<file path="src/rtl/hs_unit_skid_buffer.sv">
// hs_unit_skid_buffer: two-entry valid/ready register slice with fully registered outputs
module hs_unit_skid_buffer #(
    parameter type DATA_TYPE = logic
) (
    input  logic       clk,
    input  logic       rst,
    input  logic       s_valid,
    output logic       s_ready,
    input  DATA_TYPE   s_data,
    output logic       m_valid,
    input  logic       m_ready,
    output DATA_TYPE   m_data,
    output logic [1:0] occupancy
);
    typedef enum logic [1:0] {EMPTY = 2'd0, BUSY = 2'd1, FULL = 2'd2} state_t;
    state_t   state_q, state_d;
    DATA_TYPE main_q, main_d, skid_q, skid_d;
    logic     s_ready_q, s_ready_d, m_valid_q, m_valid_d;
    logic     xfer_in, xfer_out;
    assign xfer_in  = s_valid & s_ready_q;
    assign xfer_out = m_valid_q & m_ready;
    always_comb begin
        state_d = state_q;
        main_d  = main_q;
        skid_d  = skid_q;
        case (state_q)
            EMPTY: if (xfer_in) begin
                main_d  = s_data;
                state_d = BUSY;
            end
            BUSY: begin
                main_d  = xfer_in & xfer_out ? s_data : main_q;
                skid_d  = xfer_in & !xfer_out ? s_data : skid_q;
                state_d = xfer_in & !xfer_out ? FULL : (!xfer_in & xfer_out ? EMPTY : BUSY);
            end
            FULL: if (xfer_out) begin
                main_d  = skid_q;
                state_d = BUSY;
            end
            default: state_d = EMPTY;
        endcase
        s_ready_d = state_d != FULL;
        m_valid_d = state_d != EMPTY;
    end
    always_ff @(posedge clk) begin
        if (rst) begin
            state_q   <= EMPTY;
            s_ready_q <= 1'b0;
            m_valid_q <= 1'b0;
        end else begin
            state_q   <= state_d;
            s_ready_q <= s_ready_d;
            m_valid_q <= m_valid_d;
        end
    end
    always_ff @(posedge clk) begin
        main_q <= main_d;
        skid_q <= skid_d;
    end
    assign s_ready   = s_ready_q;
    assign m_valid   = m_valid_q;
    assign m_data    = main_q;
    assign occupancy = state_q == FULL ? 2'd2 : (state_q == BUSY ? 2'd1 : 2'd0);
endmodule

</file>
<file path="config.mk">
export PLATFORM = sky130hd
export DESIGN_NAME = hs_unit_skid_buffer
export DESIGN_NICKNAME = d
export VERILOG_FILES = /design/src/rtl/hs_unit_skid_buffer.sv
export SDC_FILE = /design/constraint.sdc
export NUM_CORES = 1
export LEC_CHECK = 0
export BUFFER_PORTS_ARGS = -buffer_cell sky130_fd_sc_hd__buf_2
export CORE_AREA = 4 4 41 43
export DETAILED_ROUTE_END_ITERATION = 10
export DIE_AREA = 0 0 45 47
export PLACE_DENSITY = 0.45
export SYNTH_ARGS = -nofsm -noshare
export SYNTH_HDL_FRONTEND = slang
export SYNTH_SLANG_ARGS = --single-unit
</file>
<file path="constraint.sdc">
create_clock -name clk -period 2.5 [get_ports clk]
set_input_delay 0.375 -clock clk [delete_from_list [all_inputs] [get_ports clk]]
set_output_delay 0.375 -clock clk [all_outputs]
set_load 0.01 [all_outputs]
</file>
# After elaboration in Yosys (flattened, before gate mapping)
# Cells that the tools add are included.
# classes
reduce_logical,7
eq_ne,6
bitwise,5
mux,11
multipliers,0
div,0
magnitude_cmp,0
n_addsub,0
shift,0
# op_table
op,count
$mux 2,4
$ne 2x2->1 const B,4
$pmux 2 s3,1
$and 1x1->1,5
$mux 1,5
$reduce_and 4->1,1
$pmux 1 s3,1
$reduce_bool 3->1,1
$eq 2x1->1 const B,1
$eq 2x2->1 const B,1
$logic_not 1->1,2
$logic_not 2->1,1
$reduce_and 2->1,1
$reduce_bool 2->1,1
# totals
reg_bits,6
latchBits,0
mem_bits_ro,0
memories,0
inputBits,5
out_inout_bits,5
elab_cells,34
mem_bits_rw,0

# Logic depth before layout (Yosys ltp)
# depth
depth_word,7
ltp_mapped,4

# Least setup slack after synthesis
# Ideal clock, no wire load.
# synth_path
kind,register -> register
startpoint,register m_valid_q (netlist: m_valid)
endpoint,register state_q[0]
t_arrival_ns,1.034
path_slack_ns,1.393
required_ns,2.427
path_buffers,0
synth_period_minus_slack_ns,1.107
stages_incl_launch_ff,4
setup_time_ns,0.073
path_cell_list,dfxtp_1 > nand2_1 > or4_4 > o211ai_2
# synth_between
elab_chain_len,5
word_cells_on_any_way,8
classes_between,mux (4); bitwise (3); reduce/logical (1)
# synth_lines
item,line_no,source
from (decl),18,"logic s_ready_q, s_ready_d, m_valid_q, m_valid_d;"
from (signal assigned),53,m_valid_q <= m_valid_d;
$and 1x1->1 (*),21,assign xfer_out = m_valid_q & m_ready;
$and 1x1->1 / $logic_not 1->1 (equally long branches),34,state_d = xfer_in & !xfer_out ? FULL : (!xfer_in & xfer_out ? EMPTY : BUSY);
$mux 1 / $and 1x1->1 (equally long branches),34,
$mux 2,34,
$pmux 2 s3 (*),26,case (state_q)
to (signal assigned),51,state_q <= state_d;
to (decl),16,"state_t state_q, state_d;"
# Mark *: on every way between the ends. The rest lies on a longest branch, timed or not.
# A chain may end at the register's enable or synchronous reset.

# Final worst setup path
# layout_path
startpoint,register state_q[1]
endpoint,output occupancy[0]
# layout_between
elab_chain_len,3
word_cells_on_any_way,4
classes_between,eq/ne (2); mux (2)
# layout_lines
item,line_no,source
$eq 2x1->1,63,assign occupancy = state_q == FULL ? 2'd2 : (state_q == BUSY ? 2'd1 : 2'd0);
$mux 1,63,
$mux 2 (*),63,
to (decl),13,output logic [1:0] occupancy
# Marked as above.

==> flow_metrics.env <==
export IMPL_synth_warnings=0
export IMPL_first_iter_violations=4
export IMPL_outcome="completed"
export IMPL_crit_type="reg2out"
export IMPL_synth_top_area_share_pct=27.6
export IMPL_io_buffers=9
export IMPL_synth_area_leader_cell="dfxtp_1"
export IMPL_critPathLaunchType="flop"
export IMPL_post_cts_setup_buffers=0
export IMPL_final_nets=48
export IMPL_synthCells=29
export IMPL_area_growth_pct=29.7
export IMPL_powerDensity_nw_per_um2=634
export IMPL_worst_slew_pin_slew_ns=0.299
export IMPL_setup_tns_ns=0
export IMPL_wl_per_cell_um=11.4
export IMPL_final_setup_viol_count=0
export IMPL_ir_worst_vdd_mv=0.177
export IMPL_final_util_pct=28.9
export IMPL_drv_slew=0
export IMPL_grtUsageMet1_pct=8.29
export IMPL_die_width_um=45
export IMPL_ys_types=19
export IMPL_totalWireLength_um=639
export IMPL_post_route_period_util_pct=59.3
export IMPL_fmax_ghz=0.675
export IMPL_n_antenna_cell=0
export IMPL_insertion_delay_ns=0.24
export IMPL_grt_max_degree=10
export IMPL_ant_nets=0
export IMPL_viasPerCell=4.36
export IMPL_clock_root_buffer="clkbuf_4"
export IMPL_clockBufferDepth=2
export IMPL_gr_usage_met2_pct=9.60
export IMPL_drv_cap=0
export IMPL_finalHoldViolations=0
export IMPL_coreArea_um2=1300
export IMPL_tritoncts="done"
export IMPL_start_util_pct=22.3
export IMPL_min_period_ns=1.48
export IMPL_gp_congestion=0.718
export IMPL_syn_area_um2=290
export IMPL_ys_top_cells_by_area="dfxtp_1 28%, edfxtp_1 21%, nand2_1 6.5%"
export IMPL_cts_buffers=3
export IMPL_die_area_um2=2120
export IMPL_ys_seq_area_share_pct=48.3
export IMPL_slew_limit_headroom_pct=80.0
export IMPL_end_kind="output port"
export IMPL_totalPowerFinal_mw=0.239
export IMPL_gr_total_overflow=0
export IMPL_postCtsHoldBufs=0
export IMPL_pre_cts_ws_ns=1.29
export IMPL_clock_sinks=6
export IMPL_top_usage_layer="met2"
export IMPL_antenna_found_initial=0
export IMPL_vias=244
export IMPL_skew_ns=0.00541
export IMPL_grt_use_met3_pct=4.98
export IMPL_hpwl_um=506
export IMPL_clk_pin_slew_worst_paths_ns=0.04
export IMPL_syn_num_nets=34
export IMPL_drcViolationCount=0
export IMPL_arrival_ns=1.11
export IMPL_setup_slack_ns=1.02
export IMPL_rsz0062_at_grt="false"
export IMPL_cp_required_ns=2.12
export IMPL_fillers=148
export IMPL_grt_pass1_wl_um=1020
export IMPL_hold_path_class="in2reg"
export IMPL_crit_fanout=9
export IMPL_synth_seq_cells=6
export IMPL_drive_above_1_share_pct=39.0
export IMPL_row_count=13
export IMPL_drt_pass1_iterations=3
export IMPL_avgSynthCellArea_um2=10.0
export IMPL_die_h_um=47
export IMPL_p_leak_nw=0.168
export IMPL_ctsHtreeMaxLevel=1
export IMPL_ioPinCount=10
export IMPL_track_usage_pct=7.54
export IMPL_ctsResizeCount=0
export IMPL_grt_pass1_vias=225
## logic make-up (layout without fill, tap and decap cells)
group	count (synthesis)	count (layout)	synth area share [%]
AOI/OAI and AO/OA	8	8	22.4
buffers and inverters	1	13	1.29
DFF	6	6	48.3
and+or+nand+nor	14	14	28.0
## registers in the layout, indices dropped and copies added (netlist names)
| name | count |
|---|---|
| skid_q | 1 |
| s_ready | 1 |
| m_data | 1 |
| m_valid | 1 |
| state_q | 2 |
## report_power, final
part	leakage, nW	total [mW]	internal [mW]	switching (mW)
Combinational	0.103	0.0352	0.0175	0.0177
Clock	0.0138	0.0891	0.0543	0.0348
Sequential	0.0514	0.114	0.108	0.00651
Total	0.168	0.239	0.180	0.0590
## cell usage in the layout (no fill, tap or decap), drive strengths merged
cell | Yosys | layout
a211oi | 2 | 2
a21boi | 2 | 2
a21oi | 1 | 1
and2b | 1 | 1
buf | 0 | 9
clkbuf | 0 | 3
dfxtp | 4 | 4
edfxtp | 2 | 2
inv | 1 | 1
nand2 | 5 | 5
nand2b | 1 | 1
nand3 | 1 | 1
nand4b | 1 | 1
nor2 | 2 | 2
nor2b | 1 | 1
o211ai | 1 | 1
o22a | 1 | 1
o32ai | 1 | 1
or2 | 1 | 1
or4 | 1 | 1
## layer usage
metal	vias to the layer above	share of wire (%)
met3	0	10
met1	104	48
met5	-	0
met4	0	0
met2	7	42
li1	133	-
## synthesized netlist by cell type, drive strengths merged
cell type  count
nand2          5
dfxtp          4
a211oi         2
a21boi         2
edfxtp         2
nor2           2
a21oi          1
and2b          1
inv            1
nand2b         1
nand3          1
nand4b         1
nor2b          1
o211ai         1
o22a           1
o32ai          1
or2            1
or4            1
## critical path: stages, from the launching register on
cell and delay, ns:
dfxtp_1 0.48, and2b_2 0.25, buf_2 0.13
## layout make-up
cell class / instances / area [um2] / share of cell area [%]
Timing Repair Buffer: 9 / 45.0 / 12.0
Clock buffer: 3 / 22.5 / 5.98
Multi-Input combinational cell: 22 / 146 / 38.9
Inverter: 1 / 3.75 / 0.997
Sequential cell: 6 / 140 / 37.2
Tap cell: 15 / 18.8 / 4.98
## path summary, 6_finish.rpt
path / cells after the start / slack (ns) / end / startpoint
max: 2 / 1.02 / occupancy[0] / state_q[1]
min: 1 / 0.34 / skid_q / s_data
max reg2reg: 2 / 1.38 / m_data / s_ready
min reg2reg: 2 / 0.51 / m_data / skid_q
## per-stage QoR
step,std cells,instance area (um2),hold WS (ns)
after global routing,56,377,0.320
after CTS,56,377,0.330
after detailed placement,53,354,0.505
after floorplan,29,290,0.447
final,56,377,0.337
after global placement,53,354,0.513
(Power assumes the default switching activity.)
